[src/rtl/ram_port_master.sv]
// ram_port_master: valid/ready request to byte-lane SRAM transaction initiator with registered outputs.
// Define RAM_MASTER_SIGNEXT_EN to honour req_signed on byte/half reads.
module ram_port_master #(
   parameter int ADDR_WIDTH = 12
) (
   input  logic                  clk,
   input  logic                  rst_n,
   input  logic                  req_valid,
   output logic                  req_ready,
   input  logic [ADDR_WIDTH-1:0] req_addr,
   input  logic                  req_we,
   input  logic [1:0]            req_size,
   input  logic                  req_signed,
   input  logic [31:0]           req_wdata,
   output logic                  rsp_valid,
   output logic [31:0]           rsp_rdata,
   output logic                  rsp_err,
   output logic [ADDR_WIDTH-3:0] mem_addr,
   output logic [3:0]            mem_cs_n,
   output logic [3:0]            mem_we_n,
   output logic [31:0]           mem_wdata,
   input  logic [31:0]           mem_rdata
);
   typedef enum logic [2:0] {IDLE, ACCESS, WAIT, RESP, ERR} state_t;
   state_t state_q, state_d;
   logic [1:0] off_q, off_d, size_q, size_d;
   logic we_q, we_d, sgn_q, sgn_d;
   logic req_ready_q, req_ready_d, rsp_valid_q, rsp_valid_d, rsp_err_q, rsp_err_d;
   logic [31:0] rsp_rdata_q, rsp_rdata_d, mem_wdata_q, mem_wdata_d;
   logic [ADDR_WIDTH-3:0] mem_addr_q, mem_addr_d;
   logic [3:0] mem_cs_n_q, mem_cs_n_d, mem_we_n_q, mem_we_n_d;
   logic illegal;
   logic [3:0] mask;
   logic [31:0] wrep, shifted, rd;
   assign req_ready = req_ready_q;
   assign rsp_valid = rsp_valid_q;
   assign rsp_err   = rsp_err_q;
   assign rsp_rdata = rsp_rdata_q;
   assign mem_addr  = mem_addr_q;
   assign mem_cs_n  = mem_cs_n_q;
   assign mem_we_n  = mem_we_n_q;
   assign mem_wdata = mem_wdata_q;
   assign illegal = (req_size == 2'b11) | (req_size == 2'b01 & req_addr[0]) |
                    (req_size == 2'b10 & |req_addr[1:0]);
   assign mask = req_size == 2'b00 ? 4'b0001 << req_addr[1:0] :
                 req_size == 2'b01 ? 4'b0011 << req_addr[1:0] : 4'hF;
   assign wrep = req_size == 2'b00 ? {4{req_wdata[7:0]}} :
                 req_size == 2'b01 ? {2{req_wdata[15:0]}} : req_wdata;
   assign shifted = mem_rdata >> {off_q, 3'b000};
`ifdef RAM_MASTER_SIGNEXT_EN
   assign rd = size_q == 2'b00 ? {{24{sgn_q & shifted[7]}}, shifted[7:0]} :
               size_q == 2'b01 ? {{16{sgn_q & shifted[15]}}, shifted[15:0]} : shifted;
`else
   logic unused_sgn;
   assign unused_sgn = sgn_q;
   assign rd = size_q == 2'b00 ? {24'b0, shifted[7:0]} :
               size_q == 2'b01 ? {16'b0, shifted[15:0]} : shifted;
`endif
   always_comb begin
      state_d     = state_q;
      off_d       = off_q;
      size_d      = size_q;
      we_d        = we_q;
      sgn_d       = sgn_q;
      rsp_valid_d = 1'b0;
      rsp_err_d   = 1'b0;
      rsp_rdata_d = rsp_rdata_q;
      mem_addr_d  = mem_addr_q;
      mem_wdata_d = mem_wdata_q;
      mem_cs_n_d  = 4'hF;
      mem_we_n_d  = 4'hF;
      case (state_q)
         IDLE: if (req_valid) begin
            if (illegal) begin
               state_d     = ERR;
               rsp_valid_d = 1'b1;
               rsp_err_d   = 1'b1;
               rsp_rdata_d = '0;
            end else begin
               // Lane strobes are registered here so they appear exactly in ACCESS.
               state_d     = ACCESS;
               off_d       = req_addr[1:0];
               size_d      = req_size;
               we_d        = req_we;
               sgn_d       = req_signed;
               mem_addr_d  = req_addr[ADDR_WIDTH-1:2];
               mem_cs_n_d  = ~mask;
               mem_we_n_d  = req_we ? ~mask : 4'hF;
               mem_wdata_d = req_we ? wrep : mem_wdata_q;
            end
         end
         ACCESS: begin
            state_d     = we_q ? RESP : WAIT;
            rsp_valid_d = we_q;
            rsp_rdata_d = we_q ? 32'b0 : rsp_rdata_q;
         end
         WAIT: begin
            state_d     = RESP;
            rsp_valid_d = 1'b1;
            rsp_rdata_d = rd;
         end
         default: state_d = IDLE;
      endcase
      req_ready_d = state_d == IDLE;
   end
   always_ff @(posedge clk) begin
      if (!rst_n) begin
         state_q     <= IDLE;
         off_q       <= '0;
         size_q      <= '0;
         we_q        <= 1'b0;
         sgn_q       <= 1'b0;
         req_ready_q <= 1'b1;
         rsp_valid_q <= 1'b0;
         rsp_err_q   <= 1'b0;
         rsp_rdata_q <= '0;
         mem_addr_q  <= '0;
         mem_cs_n_q  <= 4'hF;
         mem_we_n_q  <= 4'hF;
         mem_wdata_q <= '0;
      end else begin
         state_q     <= state_d;
         off_q       <= off_d;
         size_q      <= size_d;
         we_q        <= we_d;
         sgn_q       <= sgn_d;
         req_ready_q <= req_ready_d;
         rsp_valid_q <= rsp_valid_d;
         rsp_err_q   <= rsp_err_d;
         rsp_rdata_q <= rsp_rdata_d;
         mem_addr_q  <= mem_addr_d;
         mem_cs_n_q  <= mem_cs_n_d;
         mem_we_n_q  <= mem_we_n_d;
         mem_wdata_q <= mem_wdata_d;
      end
   end
endmodule

[config.mk]
export PLATFORM = sky130hd
export DESIGN_NAME = ram_port_master
export DESIGN_NICKNAME = d
export VERILOG_FILES = /design/src/rtl/ram_port_master.sv
export SDC_FILE = /design/constraint.sdc
export NUM_CORES = 1
export LEC_CHECK = 0
export CAP_MARGIN = 20
export CORE_UTILIZATION = 47
export CTS_CLUSTER_DIAMETER = 200
export DETAILED_ROUTE_END_ITERATION = 6
export GPL_TIMING_DRIVEN = 0
export PLACE_DENSITY = 0.86
export SLEW_MARGIN = 20
export SYNTH_ARGS = -nofsm -noshare
export SYNTH_HDL_FRONTEND = slang
export SYNTH_SLANG_ARGS = --single-unit
[constraint.sdc]
create_clock -name clk -period 5.59 [get_ports clk]
set_input_delay 1.118 -clock clk [delete_from_list [all_inputs] [get_ports clk]]
set_output_delay 1.118 -clock clk [all_outputs]
set_load 0.05 [all_outputs]
**Word level (Yosys, flattened, before mapping)**

Index checks and enable logic that the tools add are counted.

- Bits in registers: 93
- Bits of input ports: 83
- Output and inout bits: 85
- Word-level logic and storage cells: 63

- Equal/unequal tests: 9
- Shifts and indexed selects: 3
- Muxes and demuxes: 17
- Bitwise logic cells: 10
- Reductions and logical operators: 12

Operator list:

| kind | count |
|---|---|
| 32-bit two-way mux | 7 |
| 32-bit case mux with 3 select lines | 1 |
| 32-bit by 5-bit right shift with 32-bit output | 1 |
| 3-bit case mux with 3 select lines | 1 |
| 4-bit two-way mux | 2 |
| 4-bit AND reduction | 2 |
| 3-bit logical NOT | 2 |
| 3-bit two-way mux | 2 |
| 2-bit inequality test, second input constant | 3 |
| 1-bit NOT | 5 |
| 5-bit OR reduction | 1 |
| 2-bit by 1-bit == test with 1-bit output, second input constant | 2 |
| 2-bit == test, second input constant | 2 |
| 2-bit logical NOT | 2 |
| 4-bit NOT | 1 |
| 4-bit OR reduction | 1 |
| 1-bit by 2-bit << shifter with 4-bit output, first input constant | 1 |
| 2-bit by 2-bit << shifter with 4-bit output, first input constant | 1 |
| 3-bit by 1-bit == test with 1-bit output, second input constant | 1 |
| 3-bit by 2-bit == test with 1-bit output, second input constant | 1 |
| 1-bit two-way mux | 3 |
| 1-bit case mux with 3 select lines | 1 |
| 3-bit AND reduction | 1 |
| 3-bit nonzero test | 1 |
| other kinds (4) | 6 |

**Longest topological paths before layout**

- Depth in word-level cells: 8
- Depth in mapped cells: 8
- Depth with buffers taken out: 6

**Worst setup path after synthesis**

No wires, ideal clock.

- Path type: input-to-reg
- Start: input port req_addr[0]
- End: register rsp_rdata_q[13] (netlist: rsp_rdata[13])
- Library setup time: 0.117 ns
- Arrival: 2.412 ns
- Data required time: 5.473 ns
- Setup slack: 3.061 ns
- Cell stages on the path: 7
- Buffers on the path: 1
- Cells stage by stage: inv_1 -> ha_1 -> nand2b_1 -> a2111oi_4 -> nor3b_4 -> buf_4 -> a22o_1

- Longest elaborated chain between the ends: 5
- Elaborated cells on any way between the ends: 7
- Those cells by class: eq/ne (1); bitwise (4); reduce/logical (2)

Ends and longest elaborated chain:

| element | RTL line | RTL |
|---|---|---|
| start: declaration | 10 | `input logic [ADDR_WIDTH-1:0] req_addr,` |
| 1-bit bitwise AND or 2-bit OR reduction (tied branches) | 43, 44 |  |
| 1-bit bitwise OR or 1-bit bitwise AND (tied branches) | 43, 44 |  |
| 1-bit bitwise OR * | 43 | `assign illegal = (req_size == 2'b11) \| (req_size == 2'b01 & req_addr[0]) \|` |
| 2-bit inequality test (no line) * | -- |  |
| 4-bit AND reduction (no line) * | -- |  |
| end signal: assignment | 130 | `rsp_rdata_q <= rsp_rdata_d;` |
| end: declaration | 29 | `logic [31:0] rsp_rdata_q, rsp_rdata_d, mem_wdata_q, mem_wdata_d;` |

Mark *: on every way between the ends. The rest lies on a longest branch, timed or not.
A chain may end at the register's enable or synchronous reset.

**Worst setup path after layout**

- Start: input port req_addr[0]
- End: register rsp_rdata_q[12] (netlist: rsp_rdata[12])

The elaborated chain is that of the path after synthesis.

==> reports/metrics.cfg <==
[die]
die_y_um = 95.9
coreArea_um2 = 8380
pin_count = 168
die_x_um = 95.9
start_util_pct = 49.4
dieArea_um2 = 9200
rows = 33

[timing]
setup_viol = 0
max_freq_mhz = 335
worst_pin_slew_ps = 663
tns_ps = 0
rsz0062_at_grt = no
drv_slew = 0
max_slew_margin_pct = 55.8
fin_skew_ps = 16.5
finalCriticalPeriod_ps = 2980
period_share_pct = 53.3
layout_setup_ws_ps = 2610
hold_viol = 0
hold_slack_ps = 456

[worst_setup_path]
reg2reg_to = rsp_rdata[7]
crit_path_start_kind = input pin
worstPathRequired_ps = 5850
endpoint_kind = flip-flop
reg2reg_slack_ps = 3790
worstPathMaxFanout = 10
reg2reg_depth = 5
endpoint = rsp_rdata[12]
criticalPathCategory = input pin to flip-flop
crit_path_start = req_addr[0]
arrival_ps = 3250
rr_startpoint = off_q[1]

[synthesis]
yosysUniqueCellTypes = 44
ys_seq_area_share_pct = 44.9
syn-num-nets = 530
postSynthAreaPerCell_um2 = 9.35
syn_inst = 443
yosysWarnings = 0
syn_area_um2 = 4140
synth_seq_cells = 93

[global_route]
grt_max_degree = 15
grtUsageMet3_pct = 5.21
busiest_layer = met2
grt_pass1_wl_mm = 19.7
antenna_found_initial = 0
grt_pass1_vias = 4055
grt.total_usage_pct = 28.3
use_met2_pct = 47.7
grt_overflow = 0
met1_usage_pct = 35.2

[cells_and_area]
n_fill_cell = 599
layout.cells.most_common_list = clkdlybuf4s50_1, dfxtp_1, nand2_1, o21ai_0, mux2i_1
layout_commonest_cell = clkdlybuf4s50_1
drive_gt1_share_pct = 8.21
multi_input_area_um2 = 2050
area_growth_pct = 48.5
ff_latch_area_um2 = 1860
n_antenna_cell = 0
fin_nets = 705

[pwr]
leakagePower_uw = 0.00249
p_switching_uw = 437
seqPwrFrac_pct = 44.7
comb_power_share_pct = 21.2
ir_worst_vdd_mv = 0.160
clkPwrFrac_pct = 34.1
power_uw = 1570
swShare_pct = 27.8
cellInternalPower_uw = 1130
p_per_area_nw_per_um2 = 255

[placed_design]
place.gp.congestion = 0.879
io_buffers = 164
dp_hpwl_mm = 9.80
dp_slack_ps = 2270

[min_path]
min_path_type = flip-flop to flip-flop
min_path_cells = 2

[clocking]
cts_tree = done
hold_buffers = 0
postCtsSetupRepairBufs = 0
cts_buffer_depth = 2
htreeDepth = 3
clock_latency_ps = 370
cts_buffers = 9
clock-sinks = 93
clockRootBuffer = clkbuf_8
cts_resized = 0
clk_pin_slew_ps = 100

[routing]
via_count = 4069
vias_per_cell = 5.60
drtIter0Drc = 221
antenna_left = 0
first_pass_iters = 5
drcViolationCount = 0
wl_per_cell_um = 17.9
routed_wl_mm = 13.0

[flow_run]
drv_cap = 0

[outcome]
status = finished, final reports clean

## metal layers
layer / wire [µm] / vias up
li1: - / 1921
met3: 963 / 32
met4: 350 / 0
met2: 6190 / 194
met5: 0 / -
met1: 5460 / 1922
## flip-flops by register name (all words and copies together), names as in the netlist, 2 cells and up
register / flops
mem_cs_n: 4
rsp_rdata: 32
size_q: 2
state_q: 3
mem_we_n: 4
mem_wdata: 32
mem_addr: 10
off_q: 2
## worst min path at each step
stage                  start       endpoint  slack [ps]
6_report         mem_addr[7]    mem_addr[7]         460
5_1_grt          mem_addr[3]    mem_addr[3]         480
4_1_cts          mem_addr[7]    mem_addr[7]         460
3_5_place_dp    mem_wdata[6]   mem_wdata[6]         450
3_3_place_gp   mem_wdata[27]  mem_wdata[27]         440
2_1_floorplan      size_q[0]      size_q[0]         440
## critical path, cell delays in order
cell and delay [ps]:
clkdlybuf4s50_1 590, inv_1 100, ha_1 230, nand2b_1 270, a2111oi_4 400, nor3b_4 110, buf_4 190, a22o_1 250
## synthesized netlist by cell type (all sizes together)
master,instances,share of area [%]
nand2b,3,0.45
nor2,4,0.42
a2111oi,1,0.66
nor2b,11,1.7
nor3b,1,0.45
and3,1,0.15
a32o,8,1.9
or2,6,0.91
dfxtp,93,45
o21a,3,0.54
nand3b,2,0.66
buf,24,4.1
a21oi,7,0.94
nor4b,1,0.57
o21ai,44,5.4
a21boi,15,2.7
o211a,16,3.9
and4bb,1,0.30
and4,1,0.27
mux2,1,0.27
mux2i,32,7.7
nor3,1,0.12
a211o,8,1.7
a22o,16,3.4
a21o,1,0.18
nand2,89,8.1
o21bai,1,0.18
clkbuf,12,1.1
nand3,25,3.1
ha,4,1.2
inv,3,0.27
o2bb2ai,8,1.7
## power groups by stage
stage	registers [µW]	clock network [µW]	logic [µW]
6_report	703	536	332
5_1_grt	706	562	351
4_1_cts	703	536	330
3_5_place_dp	718	0	328
3_3_place_gp	717	0	322
2_1_floorplan	787	0	118
## cell families (layout without fill, tap and decap cells)
family / after synthesis / count (layout) / share of synthesized area [%]
AND/OR/NAND/NOR: 146 / 146 / 17.2
AO/OA/AOI/OAI: 128 / 128 / 23.2
flip-flops: 93 / 93 / 44.9
buffers and inverters: 39 / 217 / 5.49
multiplexers: 33 / 33 / 8.00
adder cells (fa/ha/maj): 4 / 4 / 1.21
## cell type report
class,count,area share (%)
Tap cell,105,2.14
Multi-Input combinational cell,311,33.4
Buffer,36,3.52
Timing Repair Buffer,164,26.7
Clock buffer,10,2.24
Clock inverter,4,1.59
Inverter,3,0.183
Sequential cell,93,30.3
## stage by stage
step | instances | cell area [µm²] | util (%)
floorplan | 443 | 4140 | -
global placement | 712 | 5920 | 70.6
detailed placement | 712 | 5920 | 70.6
CTS | 726 | 6150 | 73.4
global route | 726 | 6150 | 73.4
finish | 726 | 6150 | 73.4
Note: power is estimated with default switching activity, not from simulation.
